`config.mk`:
```
export PLATFORM = sky130hd
export DESIGN_NAME = piso_serializer
export DESIGN_NICKNAME = d
export VERILOG_FILES = /design/src/rtl/piso_pkg.sv /design/src/rtl/piso_bit_counter.sv /design/src/rtl/piso_serializer.sv
export SDC_FILE = /design/constraint.sdc
export NUM_CORES = 1
export LEC_CHECK = 0
export BUFFER_PORTS_ARGS = -buffer_cell sky130_fd_sc_hd__buf_4
export CORE_MARGIN = 4
export CORE_UTILIZATION = 46
export CTS_BUF_LIST = sky130_fd_sc_hd__clkbuf_4 sky130_fd_sc_hd__clkbuf_8 sky130_fd_sc_hd__clkbuf_16
export DETAILED_ROUTE_END_ITERATION = 12
export GPL_TIMING_DRIVEN = 0
export PLACE_DENSITY_LB_ADDON = 0.05
export SETUP_SLACK_MARGIN = 0.15
export SLEW_MARGIN = 20
export SYNTH_ARGS = -nofsm -noshare
export SYNTH_HDL_FRONTEND = slang
export SYNTH_SLANG_ARGS = --single-unit
```
`constraint.sdc`:
```
create_clock -name clk -period 1.4 [get_ports clk]
set_clock_uncertainty 0.05 [all_clocks]
set_input_delay 0.14 -clock clk [delete_from_list [all_inputs] [get_ports clk]]
set_output_delay 0.14 -clock clk [all_outputs]
set_load 0.1 [all_outputs]
```
`src/rtl/piso_pkg.sv`:
```
// piso_pkg: shared types and constants for the piso_serializer block.
//   piso_state_t     FSM encoding (IDLE, SHIFT, PARITY)
//   IDLE_STATE_RESET state entered on reset and on any illegal encoding
// PARITY is only reachable when PISO_PARITY_EN is defined.
package piso_pkg;

  typedef enum logic [1:0] {
    IDLE   = 2'd0,
    SHIFT  = 2'd1,
    PARITY = 2'd2
  } piso_state_t;

  localparam piso_state_t IDLE_STATE_RESET = IDLE;

endpackage

```
`src/rtl/piso_bit_counter.sv`:
```
// piso_bit_counter: counts the data bits presented in the current frame.
//   clk  in   clock, rising edge
//   rst  in   synchronous active-high reset, clears the count
//   clr  in   clear to 0 (new frame)
//   inc  in   advance by one
//   cnt  out  current count, 0..WIDTH
//   tc   out  terminal count, high when cnt == WIDTH
// The count saturates at WIDTH, so it never wraps.
module piso_bit_counter #(
  parameter int WIDTH = 8,
  localparam int CW = $clog2(WIDTH + 1)
) (
  input  logic          clk,
  input  logic          rst,
  input  logic          clr,
  input  logic          inc,
  output logic [CW-1:0] cnt,
  output logic          tc
);

  logic [CW-1:0] cnt_q;
  logic [CW-1:0] cnt_d;

  assign tc  = (cnt_q == CW'(WIDTH));
  assign cnt = cnt_q;

  always_comb begin
    cnt_d = cnt_q;
    if (clr) begin
      cnt_d = '0;
    end else if (inc && !tc) begin
      cnt_d = cnt_q + CW'(1);
    end
  end

  always_ff @(posedge clk) begin
    if (rst) begin
      cnt_q <= '0;
    end else begin
      cnt_q <= cnt_d;
    end
  end

endmodule

```
`src/rtl/piso_serializer.sv`:
```
// piso_serializer: parallel-in / serial-out shifter for the UART TX path.
// A WIDTH-bit word is accepted over valid/ready and shifted out one bit per
// shift_en strobe; data_out is registered and idles at IDLE_LEVEL.
//   clk         in   clock, rising edge
//   rst         in   synchronous active-high reset (priority over everything)
//   load_valid  in   data_in holds a word to send
//   load_ready  out  word can be accepted (IDLE, not in the done cycle)
//   data_in     in   parallel word, sampled on load_valid && load_ready
//   shift_en    in   bit-advance strobe, ignored in IDLE
//   data_out    out  serial output
//   busy        out  frame in progress
//   done        out  one-cycle pulse at end of frame
// Build option: define PISO_PARITY_EN to append a parity bit
// (sense chosen by PARITY_ODD) after the last data bit.
module piso_serializer
  import piso_pkg::*;
#(
  parameter int WIDTH      = 8,
  parameter bit LSB_FIRST  = 1'b1,
  parameter bit IDLE_LEVEL = 1'b1,
  parameter bit PARITY_ODD = 1'b0
) (
  input  logic             clk,
  input  logic             rst,
  input  logic             load_valid,
  output logic             load_ready,
  input  logic [WIDTH-1:0] data_in,
  input  logic             shift_en,
  output logic             data_out,
  output logic             busy,
  output logic             done
);

  localparam int CW = $clog2(WIDTH + 1);

  piso_state_t     state_q, state_d;
  logic [WIDTH-1:0] sreg_q, sreg_d;
  logic            data_out_q, data_out_d;
  logic            done_q, done_d;
  logic            cnt_clr, cnt_inc, cnt_tc;
  logic [CW-1:0]   cnt_val;
  logic            next_bit;
  logic [WIDTH-1:0] sreg_shifted;

`ifdef PISO_PARITY_EN
  logic            parity_q, parity_d;
`endif

  piso_bit_counter #(.WIDTH(WIDTH)) u_cnt (
    .clk (clk),
    .rst (rst),
    .clr (cnt_clr),
    .inc (cnt_inc),
    .cnt (cnt_val),
    .tc  (cnt_tc)
  );

  // Ready is held low in the done cycle so a back-to-back load lands one
  // clk after done; it is also low while rst is asserted.
  assign load_ready = (state_q == IDLE) && !done_q && !rst;
  assign busy       = (state_q != IDLE);
  assign done       = done_q;
  assign data_out   = data_out_q;

  // Outgoing end of the register and the zero-filled shift toward it.
  assign next_bit     = LSB_FIRST ? sreg_q[0] : sreg_q[WIDTH-1];
  assign sreg_shifted = LSB_FIRST ? {1'b0, sreg_q[WIDTH-1:1]}
                                  : {sreg_q[WIDTH-2:0], 1'b0};

  always_comb begin
    state_d    = state_q;
    sreg_d     = sreg_q;
    data_out_d = data_out_q;
    done_d     = 1'b0;
    cnt_clr    = 1'b0;
    cnt_inc    = 1'b0;
`ifdef PISO_PARITY_EN
    parity_d   = parity_q;
`endif

    case (state_q)
      IDLE: begin
        data_out_d = IDLE_LEVEL;
        if (load_valid && load_ready) begin
          sreg_d  = data_in;
          cnt_clr = 1'b1;
          state_d = SHIFT;
`ifdef PISO_PARITY_EN
          parity_d = (^data_in) ^ PARITY_ODD;
`endif
        end
      end

      SHIFT: begin
        if (shift_en) begin
          if (cnt_tc) begin
`ifdef PISO_PARITY_EN
            data_out_d = parity_q;
            state_d    = PARITY;
`else
            data_out_d = IDLE_LEVEL;
            done_d     = 1'b1;
            state_d    = IDLE;
`endif
          end else begin
            data_out_d = next_bit;
            sreg_d     = sreg_shifted;
            cnt_inc    = 1'b1;
          end
        end
      end

`ifdef PISO_PARITY_EN
      PARITY: begin
        if (shift_en) begin
          data_out_d = IDLE_LEVEL;
          done_d     = 1'b1;
          state_d    = IDLE;
        end
      end
`endif

      default: begin
        // Unreachable encodings recover to idle without a done pulse.
        data_out_d = IDLE_LEVEL;
        state_d    = IDLE_STATE_RESET;
      end
    endcase
  end

  always_ff @(posedge clk) begin
    if (rst) begin
      state_q    <= IDLE_STATE_RESET;
      sreg_q     <= '0;
      data_out_q <= IDLE_LEVEL;
      done_q     <= 1'b0;
    end else begin
      state_q    <= state_d;
      sreg_q     <= sreg_d;
      data_out_q <= data_out_d;
      done_q     <= done_d;
    end
  end

`ifdef PISO_PARITY_EN
  always_ff @(posedge clk) begin
    if (rst) begin
      parity_q <= 1'b0;
    end else begin
      parity_q <= parity_d;
    end
  end
`endif

endmodule
```
* Word-level counts from Yosys, hierarchy flattened
Index checks and enable logic that the tools add are counted.
Operators by class: reductions and logical operators 15, $mul 0, shift-type cells 0, muxes and demuxes 15, equal/unequal tests 6, $lt $le $gt $ge 0, add/sub/neg operators 1, bitwise logic cells 2, divide/modulo/power cells 0
Operator list (number):
- 8-bit two-way mux | 3
- 8-bit case mux with 2 select lines | 1
- 1-bit two-way mux | 7
- 2-bit two-way mux | 3
- 4-bit by 1-bit adder with 4-bit output, second input constant | 1
- 4-bit equality test, second input constant | 1
- 1-bit logical AND | 4
- 2-bit by 1-bit != test with 1-bit output, second input constant | 2
- 2-bit != test, second input constant | 2
- 2-bit case mux with 2 select lines | 1
- 4-bit AND reduction | 1
- 2-bit nonzero test | 2
- 2-bit OR reduction | 2
- 1-bit zero test | 3
- 3-bit AND reduction | 1
- 3-bit OR reduction | 1
- 2-bit by 1-bit equality test with 1-bit output, second input constant | 1
- 2-bit zero test | 1
- 1-bit NOT | 2
Storage, ports and cells: bits of input ports 12, word-level logic and storage cells 44, bits in registers 16, bits in latches 0, output and inout port bits 4, memory bits (writable) 0, memory bits (read-only) 0, memories kept 0

* Logic depth before layout (Yosys ltp)
Gate-level depths: netlist (run 1).
word-level depth 7, depth in mapped cells 6, mapped depth without buffers 5

* Cells and area by module
From an unflattened synthesis (run 1), not the netlist that was laid out.
Unflattened totals: cell total of the unflattened synthesis 76, area total of the unflattened synthesis 804.5 sq um
By module, submodules not included:
- piso_serializer | area each 580.6 sq um, cells an instance 51, sequential area each 220.2 sq um, instances 1
- piso_bit_counter | area each 224.0 sq um, cells an instance 25, sequential area each 80.1 sq um, instances 1

* Worst setup path before layout (run 1)
No wires, ideal clock.
path kind flip-flop to output port, start reg state_q[0], end out load_ready, data required time 1.210 ns, cell stages (with the launch flop) 3, slack -1.920 ns, arrival time 3.130 ns, buffers on the path 1, cells stage by stage dfxtp_1 > buf_2 > nor3_1
Between the ends: word-level cells in the longest chain between the ends 3
RTL lines:
- from (decl) | RTL line piso_serializer.sv:36 | piso_state_t state_q, state_d;
- from (signal assigned) | RTL line piso_serializer.sv:138 | state_q <= state_d;
- 2-bit zero test | RTL line piso_serializer.sv:60 | assign load_ready = (state_q == IDLE) && !done_q && !rst;
- 1-bit logical AND (2 in a row) | RTL line piso_serializer.sv:60
- to (decl) | RTL line piso_serializer.sv:26 | output logic load_ready,
Every way passes these cells.

* Final worst setup path (run 1)
start reg u_cnt.cnt_q[0], in the netlist u_cnt.cnt[0], end reg u_cnt.cnt_q[2], in the netlist u_cnt.cnt[2]
Between the ends: word-level cells in the longest chain between the ends 5, elaborated cells on any way between the ends 7, those cells by class 1 x add/sub; 1 x eq/ne; 3 x mux; 2 x reduce/logical
RTL lines:
- from (decl) | RTL line piso_bit_counter.sv:21 | logic [CW-1:0] cnt_q;
- from (signal assigned) | RTL line piso_bit_counter.sv:40 | cnt_q <= cnt_d;
- 4-bit equality test | RTL line piso_bit_counter.sv:24 | assign tc = (cnt_q == CW'(WIDTH));
- 1-bit two-way mux | RTL line piso_serializer.sv:96 | if (cnt_tc) begin
- 1-bit two-way mux | RTL line piso_serializer.sv:95 | if (shift_en) begin
- 1-bit two-way mux | RTL line piso_serializer.sv:81 | case (state_q)
- 1-bit logical AND | RTL line piso_bit_counter.sv:31 | end else if (inc && !tc) begin
Parallel ways exist; a longest one is shown, timed or not. A chain may end at the register's enable or synchronous reset.

==> results.md, run 1 <==
- Outcome: finished with violations
- Failing checks: negative setup slack
- Pre-antenna DRT Iters: 4
- Global-route wire length before repair: 3140 um
- Syn Area/Cell: 10.0 sq um
- H-tree levels: 1
- Critical R2R Launch: u_cnt.cnt[0]
- Power per Cell Area: 944 nW/um^2
- Layout Area Growth over Synthesis: 48.9%
- Post-DP HPWL: 1190 um
- Post-route ant nets: 0
- Fin Hold WS: 0.0742 ns
- Sequential cell area: 312 sq um
- Largest net degree at the start of global routing: 11
- Crit Path Max Fanout: 4
- Clock sinks: 15
- WS Path Type: reg -> reg
- N_diodes: 0
- Fmax: 702 MHz
- Multi-input gate area: 549 sq um
- Final-stage net count: 119
- Clk_lat worst skew: 0.29 ns
- Layout Utilization: 74.8%
- Post-synth top flop: dfxtp_1
- Post-synthesis sequential element count: 15
- CP arrival: 1.59 ns
- R2R setup slack: -0.02 ns
- Worst slack, placed: -0.127 ns
- CTS Buf Count: 3
- Routed wire length: 1810 um
- Post-Syn Area: 783 sq um
- First DRT Iteration DRCs: 10
- EDFF count, synth: 0
- Leakage Power: 0.447 nW
- Synth unique cells: 30
- CTS clk-pin slew, worst paths: 0.08 ns
- Relative slew slack: 55.7%
- Hold path depth: 3
- Tcrit/Tclk final: 102%
- Min Tclk post-route: 1.42 ns
- Clock Tree Buf Depth: 2
- Max-slew violation total from the final report: 0
- Total track usage: 16.5%
- Initial Util: 50.2%
- Layout fillers: 111
- GRT overflow: 0
- Register area share after synthesis: 38.3%
- Hold Path End: data_out
- R2R Path End: u_cnt.cnt[2]
- Initial antenna violation count: 0
- Buffers on Ports: 15
- Total core area: 1560 sq um
- Slew @ Worst Pin: 0.664 ns
- Row count: 14
- Startpoint types: register
- Max-Cap Viols: 0
- Reg2reg path depth: 5
- Die X: 49.3 um
- Syn Inst Count: 78
- Final setup viols: 1
- Vias per cell: 5.75
- Placer Congestion: 0.749
- I/O pin total: 16
- Mean routed wirelength per cell: 15.1 um
- Ys async rst share: 0%
- Final std cells w/o fill: 120
- Final Hold Viols: 0
- VDD IR max: 0.669 mV
- Total number of vias: 690
- Placed insts: 109
- Worst Hold Class: in -> reg
- Layout cells sized above 1: 57.7%
- Final worst slack: -0.0246 ns
- YS warnings: 0
- CTS tree: built
- Crit end category: register
- Clock root cell: clkbuf_4
- Hold Startpoint: rst
- DIE AREA: 2430 sq um
- Die height: 49.3 um
- Syn_nets: 92
- RSZ-0062 raised after global routing: yes
- Vias in the first global route: 680
- Drc violations: 0
- Crit path required time: 1.57 ns
- Power, Total: 1.10 mW
==> sequential cells by signal (all words and copies together) (netlist names) <==
signal	count
data_out	1
state_q	1
sreg_q	8
u_cnt.cnt	4
done	1
==> per-layer routing <==
| metal | GRT usage, % | wire length, um | vias up |
|---|---|---|---|
| li1 | - | - | 345 |
| met1 | 22.3 | 835 | 325 |
| met2 | 25.0 | 875 | 18 |
| met3 | 2.45 | 79 | 2 |
| met4 | 8.53 | 22 | 0 |
| met5 | 0 | 0 | - |
==> synthesized netlist by cell type (2+ instances only) <==
cell type / n / area [sq um]
dfxtp_1: 15 / 300
a211oi_1: 7 / 52.6
a211oi_2: 7 / 87.6
mux2i_1: 7 / 70.1
a21oi_1: 4 / 20.0
o21ai_0: 4 / 20.0
inv_1: 3 / 11.3
nand2_1: 3 / 11.3
nand3_1: 3 / 15.0
a21o_1: 2 / 15.0
buf_2: 2 / 10.0
ha_1: 2 / 25.0
nor2_1: 2 / 7.51
==> repair_timing <==
action / 4_1_cts / 5_1_grt
setup buffers: 4 / 1
gates cloned: 1 / 0
hold buffers: 1 / 0
endpoints found under the hold margin: 1 / 0
setup endpoints to repair: 13 / 15
pin swaps: 9 / 4
gates resized for setup: 24 / 4
==> metrics by stage <==
stage	cell area [sq um]	setup TNS (ns)
final	1170	-0.0246
after global routing	1170	-0.343
after CTS	1140	-0.0407
after detailed placement	951	-0.938
after global placement	951	-0.825
after floorplan	818	-0.295
==> power by group <==
part | switching [mW] | total [mW] | internal [mW] | leakage, nW
Combinational | 0.176 | 0.335 | 0.159 | 0.304
Clock | 0.144 | 0.275 | 0.130 | 0.0184
Sequential | 0.0332 | 0.491 | 0.458 | 0.125
Total | 0.354 | 1.10 | 0.747 | 0.447
==> worst max-delay path: stages, from the launching register on <==
cell and delay (ns):
dfxtp_2 0.36, inv_2 0.05, ha_4 0.15, and3b_4 0.17, or4_1 0.46, a21oi_1 0.12
==> cells in the final DEF (no fill, tap or decap), drive strengths merged <==
cell         instances
nor2b                1
nor4b                1
and2                 1
ha                   2
and3b                1
nor2                 2
nand2                3
nand2b               1
and3                 2
mux2i                7
a21oi                4
or4                  1
a31o                 1
dfxtp               15
clkinvlp             1
clkbuf               6
nand3b               1
nor3b                1
nor3                 1
buf                 23
nand3                3
o21ai                5
inv                  3
dlygate4sd3          1
a21o                 3
a211oi              14
==> kinds of logic after synthesis <==
group / Yosys count / synth area share (%)
simple gates: 19 / 16.6
compound gates: 27 / 28.6
mux: 7 / 8.95
flops: 15 / 38.3
buf+inv: 8 / 4.31
fa+ha+maj: 2 / 3.19
==> layout make-up <==
cell class	count	area share [%]
sequential	15	26.7
inverter	4	1.39
tap	16	1.72
multi-input combinational	55	47.1
buffer	4	3.86
clock buffer	4	2.58
timing repair buffer	22	16.6
==> worst max path at each step <==
stage	start	to	slack [ns]	depth (start not counted)
2_1_floorplan	state_q[0]	load_ready	-0.17	2
3_3_place_gp	u_cnt.cnt[0]	sreg_q[3]	-0.11	6
3_5_place_dp	u_cnt.cnt[0]	sreg_q[6]	-0.13	6
4_1_cts	u_cnt.cnt[0]	u_cnt.cnt[2]	-0.04	5
5_1_grt	u_cnt.cnt[0]	u_cnt.cnt[2]	-0.08	5
6_report	u_cnt.cnt[0]	u_cnt.cnt[2]	-0.02	5
Power figures use the tool's default switching activity.
==> run 2: changes to the inputs <==
--- a/config.mk
+++ b/config.mk
@@ -6,6 +6,7 @@
 export NUM_CORES = 1
 export LEC_CHECK = 0
 export BUFFER_PORTS_ARGS = -buffer_cell sky130_fd_sc_hd__buf_4
+export CORE_ASPECT_RATIO = 1.25
 export CORE_MARGIN = 4
 export CORE_UTILIZATION = 46
 export CTS_BUF_LIST = sky130_fd_sc_hd__clkbuf_4 sky130_fd_sc_hd__clkbuf_8 sky130_fd_sc_hd__clkbuf_16
==> run 2 against run 1 <==
The flow still finishes with violations (negative setup slack); register-to-register slack lost 0.02 ns; global-route usage is 0.86 points higher; first-iteration DRC count fell by 30%; sequential power barely moved; die area grew 0.16%; critical path type unchanged; critical endpoint unchanged.
==> results.md, run 2 (synthesis results as in run 1) <==
- Outcome: finished with violations
- Failing checks: negative setup slack
- GRT overflow: 0 (unchanged)
- CTS clk-pin slew, worst paths: 0.09 ns (about the same)
- Vias per cell: 5.32 (-7.4%)
- Global-route wire length before repair: 3020 um (-3.7%)
- Power, Total: 1.10 mW (-0.46%)
- Largest net degree at the start of global routing: 11 (unchanged)
- Buffers on Ports: 15 (unchanged)
- Post-route ant nets: 0 (unchanged)
- Die X: 44.9 um (-8.9%)
- Final worst slack: -0.0466 ns (-0.0220 ns)
- Most frequent cells in the layout: buf_4 (22), a211oi_2 (12), dfxtp_1 (10)
- Initial antenna violation count: 0 (unchanged)
- Worst path max stage delay: 0.48 ns (+0.02 ns)
- Clock Tree Buf Depth: 2 (unchanged)
- Commonest non-fill, non-tap cell in the layout: buf_4
- Clock root cell: clkbuf_4
- CTS Buf Count: 3 (unchanged)
- Routed wire length: 1980 um (+9.0%)
- Fin Hold WS: 0.0760 ns (+0.00181 ns)
- Relative slew slack: 56.4% (+0.67 points)
- WP buf/inv: 1 (unchanged)
- Total track usage: 17.3% (+0.86 points)
- Leakage Power: 0.470 nW (+5.2%)
- CP arrival: 1.62 ns (+0.03 ns)
- H-tree levels: 1 (unchanged)
- Row count: 16 (+2)
- Die height: 54.1 um (+9.9%)
- Pre-antenna DRT Iters: 4 (unchanged)
- Fin area: 1230 sq um (+5.4%)
- Max-slew violation total from the final report: 0 (unchanged)
- Clock sinks: 15 (unchanged)
- Crit path required time: 1.58 ns (about the same)
- WS Path Type: reg -> reg
- Fmax: 691 MHz (-1.5%)
- DIE AREA: 2430 sq um (+0.16%)
- Layout cells sized above 1: 63.3% (+5.6 points)
- Initial Util: 49.5% (-0.72 points)
- CP top delay family: simple AND/OR/NAND/NOR gates
- I/O pin total: 16 (unchanged)
- Clk_lat worst skew: 0.28 ns (about the same)
- Final Hold Viols: 0 (unchanged)
- Power per Cell Area: 892 nW/um^2 (-5.5%)
- Total number of vias: 676 (-2.0%)
- Placer Congestion: 0.711 (-5.1%)
- Max FFs per register: 8 (unchanged)
- Reg with most FFs: sreg_q
- Post-DP HPWL: 1220 um (+2.4%)
- Startpoint types: register
- N_diodes: 0 (unchanged)
- Mean routed wirelength per cell: 15.6 um (+3.0%)
- Vias in the first global route: 700 (+2.9%)
- Worst path cell trace: inv_2 > ha_4 > and3b_4 > or4_4 > a21oi_2
- Final-stage net count: 124 (+4.2%)
- Worst Hold Class: in -> reg
- Max-Cap Viols: 0 (unchanged)
- Critical-path top delay cell: or4_4
- Drc violations: 0 (unchanged)
- CTS tree: built
- Crit end category: register
- Layout Utilization: 77.7% (+2.9 points)
- Total core area: 1580 sq um (+1.4%)
- Final setup viols: 1 (unchanged)
- Layout fillers: 101 (-9.0%)
- First DRT Iteration DRCs: 7 (-3)
- Min Tclk post-route: 1.45 ns (+0.0220 ns)
- Crit Path Max Fanout: 2 (-2)
- RSZ-0062 raised after global routing: yes
- Slew @ Worst Pin: 0.654 ns (-0.0101 ns)
- Placed instance area: 953 sq um (+0.26%)
- VDD IR max: 0.832 mV (+24%)
- Layout Area Growth over Synthesis: 56.9%
- Tcrit/Tclk final: 103% (+1.6 points)
run 2: cell count changes in the layout (fill, tap and decap cells not counted), sizes merged:
cell	delta
buf	+5
run 2: final timing paths:
kind / startpoint / end / slack [ns] / cells after the start
max reg2reg: u_cnt.cnt[0] / u_cnt.cnt[2] / -0.05 / 5
min reg2reg: sreg_q[7] / sreg_q[7] / 0.45 / 2
max: u_cnt.cnt[0] / u_cnt.cnt[2] / -0.05 / 5
min: rst / data_out / 0.08 / 3
run 2: worst register-to-register path: stages, from the launching register on:
cell and delay [ns]:
dfxtp_2 0.35, inv_2 0.05, ha_4 0.15, and3b_4 0.18, or4_4 0.48, a21oi_2 0.13
run 2: final cells by class:
| class | instances | area, sq um | share of cell area [%] |
|---|---|---|---|
| well taps | 18 | 22.5 | 1.83 |
| repair buffers | 27 | 235 | 19.1 |
| plain buffers | 4 | 45.0 | 3.67 |
| inverters | 4 | 18.8 | 1.53 |
| multi-input cells | 55 | 566 | 46.0 |
| clock buffers | 4 | 30.0 | 2.44 |
| flip-flops and latches | 15 | 312 | 25.4 |
run 2: timing repair:
action | 4_1_cts | 5_1_grt
resized for setup | 26 | 10
setup endpoints to repair | 13 | 15
hold buffers | 1 | 0
buffers inserted | 7 | 3
gates cloned | 1 | 0
hold endpoints to repair | 1 | 0
pin swaps | 15 | 11
run 2: routing by layer:
layer  global-route usage, %  share of wire, %  wire length (um)
met1                    18.5                41               809
met2                    32.5                54              1060
met3                    3.34               3.9                77
met4                    7.32               1.3                25
met5                       0                 0                 0
run 2: report_power, final:
part / internal, mW / total, mW / switching [mW]
clock: 0.130 / 0.270 / 0.140
combinational: 0.160 / 0.337 / 0.177
sequential: 0.458 / 0.488 / 0.0308
run 2: metrics by stage:
stage | std cells | setup TNS, ns | setup slack (ns)
global route | 127 | -0.321 | -0.0729
floorplan | 78 | -0.295 | -0.167
finish | 127 | -0.0466 | -0.0466
CTS | 124 | -0.0886 | -0.0886
detailed placement | 111 | -1.16 | -0.150
global placement | 111 | -0.986 | -0.120
==> run 3: changes to the inputs <==
--- a/config.mk
+++ b/config.mk
@@ -5,10 +5,11 @@
 export SDC_FILE = /design/constraint.sdc
 export NUM_CORES = 1
 export LEC_CHECK = 0
+export ABC_AREA = 1
 export BUFFER_PORTS_ARGS = -buffer_cell sky130_fd_sc_hd__buf_4
 export CORE_ASPECT_RATIO = 1.25
 export CORE_MARGIN = 4
-export CORE_UTILIZATION = 46
+export CORE_UTILIZATION = 47
 export CTS_BUF_LIST = sky130_fd_sc_hd__clkbuf_4 sky130_fd_sc_hd__clkbuf_8 sky130_fd_sc_hd__clkbuf_16
 export DETAILED_ROUTE_END_ITERATION = 12
 export GPL_TIMING_DRIVEN = 0
==> run 3 against run 2 <==
Largest power group unchanged; final cell count is 23% higher; count of clock-buffer cells in the layout stayed put; routed wire length is 2.1% lower; largest cell class unchanged; worst setup slack better by 0.17 ns; critical path type is now reg -> out; worst hold slack worse by 0.065 ns; global-route usage is 0.20 points lower; register-to-register slack better by 0.22 ns; flip-flop and latch count stayed put; core utilization is 6.1 points lower; clock power is 2% lower; critical endpoint is now load_ready; highest routed layer unchanged; the run now ends clean.
==> results.md, run 3 <==
- Crit end category: output port
- Ys async rst share: 0% (unchanged)
- Routed wire length: 1940 um (-2.1%)
- Max-Cap Viols: 0 (unchanged)
- Initial Util: 49.8% (+0.32 points)
- Post-synthesis sequential element count: 15 (unchanged)
- Die X: 44.6 um (-0.61%)
- Post-Syn Area: 788 sq um (+0.64%)
- Syn Inst Count: 112 (+44%)
- Slew @ Worst Pin: 0.279 ns (-0.375 ns)
- CTS Buf Count: 3 (unchanged)
- Worst slack, placed: 0.0286 ns (+0.179 ns)
- Row count: 16 (unchanged)
- Syn_nets: 126 (+37%)
- Placer Congestion: 0.719 (+1.1%)
- Crit Path Max Fanout: 3 (+1)
- Initial antenna violation count: 0 (unchanged)
- Post-DP HPWL: 1260 um (+3.3%)
- Synth area leaders: dfxtp_1 (38%), nand2_1 (13%), a21oi_1 (7.6%)
- Min Tclk post-route: 1.27 ns (-0.173 ns)
- Reported net switching power: 0.352 mW (+1.3%)
- Layout cells sized above 1: 42.8% (-21 points)
- Mean routed wirelength per cell: 12.4 um (-20%)
- I/O pin total: 16 (unchanged)
- Startpoint types: register
- Synth Area in Compound Gates: 12.7% (-16 points)
- Fin area: 1130 sq um (-7.8%)
- H-tree levels: 1 (unchanged)
- Power per Cell Area: 948 nW/um^2 (+6.3%)
- Total number of vias: 812 (+20%)
- VDD IR max: 0.622 mV (-25%)
- CTS tree: built
- Largest net degree at the start of global routing: 11 (unchanged)
- Hold buffers post-CTS: 0 (-1)
- Final setup viols: 0 (-1)
- YS warnings: 0 (unchanged)
- Commonest non-fill, non-tap cell in the layout: nand2_1
- Leakage Power: 0.512 nW (+8.8%)
- Clock share of power: 24.7% (about the same)
- Clk_lat worst skew: 0.28 ns (about the same)
- Relative slew slack: 81.6% (+25 points)
- Vias in the first global route: 726 (+3.7%)
- Fmax: 785 MHz (+14%)
- Vias per cell: 5.21 (-2.2%)
- Register area share after synthesis: 38.1% (-0.24 points)
- Synth unique cells: 19 (-37%)
- Sw Share: 32.8% (+1.1 points)
- Syn Area/Cell: 7.04 sq um (-30%)
- Area leader, netlist: dfxtp_1
- First DRT Iteration DRCs: 16 (+9)
- DIE AREA: 2400 sq um (-1.3%)
- Final worst slack: 0.126 ns (+0.173 ns)
- Mux cell area share after synthesis: 0% (-8.9 points)
- CTS clk-pin slew, worst paths: 0.10 ns (about the same)
- Max-slew violation total from the final report: 0 (unchanged)
- Crit path required time: 1.21 ns (-0.37 ns)
- Total core area: 1580 sq um (unchanged)
- Final-stage net count: 153 (+23%)
- EDFF count, synth: 0 (unchanged)
- WS Path Type: reg -> out
- GRT overflow: 0 (unchanged)
- RSZ-0062 raised after global routing: yes
- Post-synth top flop: dfxtp_1
- Synth Area in XOR/XNOR: 1.11% (+1.1 points)
- Drc violations: 0 (unchanged)
- Count leader, synth: nand2_1
- Reg with most FFs: sreg_q
- Final Hold Viols: 0 (unchanged)
- Layout Area Growth over Synthesis: 43.7%
- Clock root cell: clkbuf_4
- Pre-antenna DRT Iters: 4 (unchanged)
- Global-route wire length before repair: 3060 um (+1.4%)
- Post-synthesis adder-cell area fraction: 3.17% (-0.020 points)
- Largest family of logic cells by synthesized area: simple AND/OR/NAND/NOR gates
- Simple-gate share of the synthesized area: 32.4% (+16 points)
- N_diodes: 0 (unchanged)
- Int Power: 0.721 mW (-3.6%)
- Max FFs per register: 8 (unchanged)
- Die height: 53.8 um (-0.65%)
- Top cell type's share of synthesized area: 38.1% (-0.24 points)
- Placed instance area: 945 sq um (-0.92%)
- Post-route ant nets: 0 (unchanged)
- Power share of the sequential group: 44.4% (-0.2 points)
- Total track usage: 17.1% (-0.20 points)
- Gate power share: 30.9% (about the same)
- Most frequent cells in the layout: nand2_1 (26), buf_4 (21), inv_1 (10)
- Clock Tree Buf Depth: 2 (unchanged)
- Clock sinks: 15 (unchanged)
- Outcome: finished, final reports clean
- Buffers on Ports: 15 (unchanged)
- Tcrit/Tclk final: 91.0% (-12 points)
- Worst Hold Class: in -> reg
- CP arrival: 1.08 ns (-0.54 ns)
- Commonest cells post-synth: nand2_1 (28), dfxtp_1 (15), inv_1 (13)
[run 3: path summary, 6_finish.rpt]
path / endpoint / cells after the start / startpoint / slack, ns
min reg2reg: data_out / 2 / data_out / 0.43
max: load_ready / 2 / done / 0.13
min: sreg_q[7] / 2 / rst / 0.01
max reg2reg: u_cnt.cnt[2] / 8 / u_cnt.cnt[0] / 0.17
[run 3: per-stage QoR]
step,util (%),setup TNS (ns),hold slack [ns],power (mW),instances
6_report,71.6,0,0.0109,1.07,156
5_1_grt,71.6,0,0.00539,1.13,156
4_1_cts,65.8,0,0.00885,1.04,154
3_5_place_dp,59.7,0,0.310,0.752,145
3_3_place_gp,59.7,0,0.309,0.748,145
2_1_floorplan,-,-0.342,0.157,0.679,112
[run 3: kinds of logic (layout without fill, tap and decap cells)]
kind of cell               after synthesis  in the layout
and+or+nand+nor                         55             55
AOI/OAI and AO/OA                       20             20
buffers and inverters                   19             45
DFF                                     15             15
adders and majority gates                2              2
xor gates and xnor gates                 1              1
[run 3: final cells by class]
| type | instances | area (sq um) |
|---|---|---|
| repair buffers | 22 | 181 |
| flip-flops and latches | 15 | 313 |
| clock buffers | 4 | 30.0 |
| plain buffers | 4 | 48.8 |
| inverters | 15 | 61.3 |
| well taps | 18 | 22.5 |
| fillers | 140 | 449 |
| multi-input cells | 78 | 475 |
[run 3: power by group through the flow]
stage	combinational [mW]	clock, mW	sequential, mW
2_1_floorplan	0.163	0	0.516
3_3_place_gp	0.264	0	0.484
3_5_place_dp	0.267	0	0.485
4_1_cts	0.294	0.271	0.475
5_1_grt	0.363	0.288	0.479
6_report	0.331	0.265	0.477
[run 3: routing by layer]
metal  global-route usage [%]  up-vias  wire [um]
met5                        0        -          0
met4                     4.52        0         34
met3                     2.01        4         53
met2                     34.0       11       1010
met1                     18.5      382        834
li1                         -      415          -
[run 3: critical path: stages, from the launching register on]
cell and delay [ns]:
dfxtp_4 0.38, nor3_4 0.22, buf_12 0.20
[run 3: what timing repair did]
action | in CTS | in global routing
endpoints found under the setup margin | 13 | 13
hold endpoints to repair | 0 | 0
pin swaps | 1 | 6
setup buffers | 4 | 2
cloned | 1 | 0
resized for setup | 8 | 22
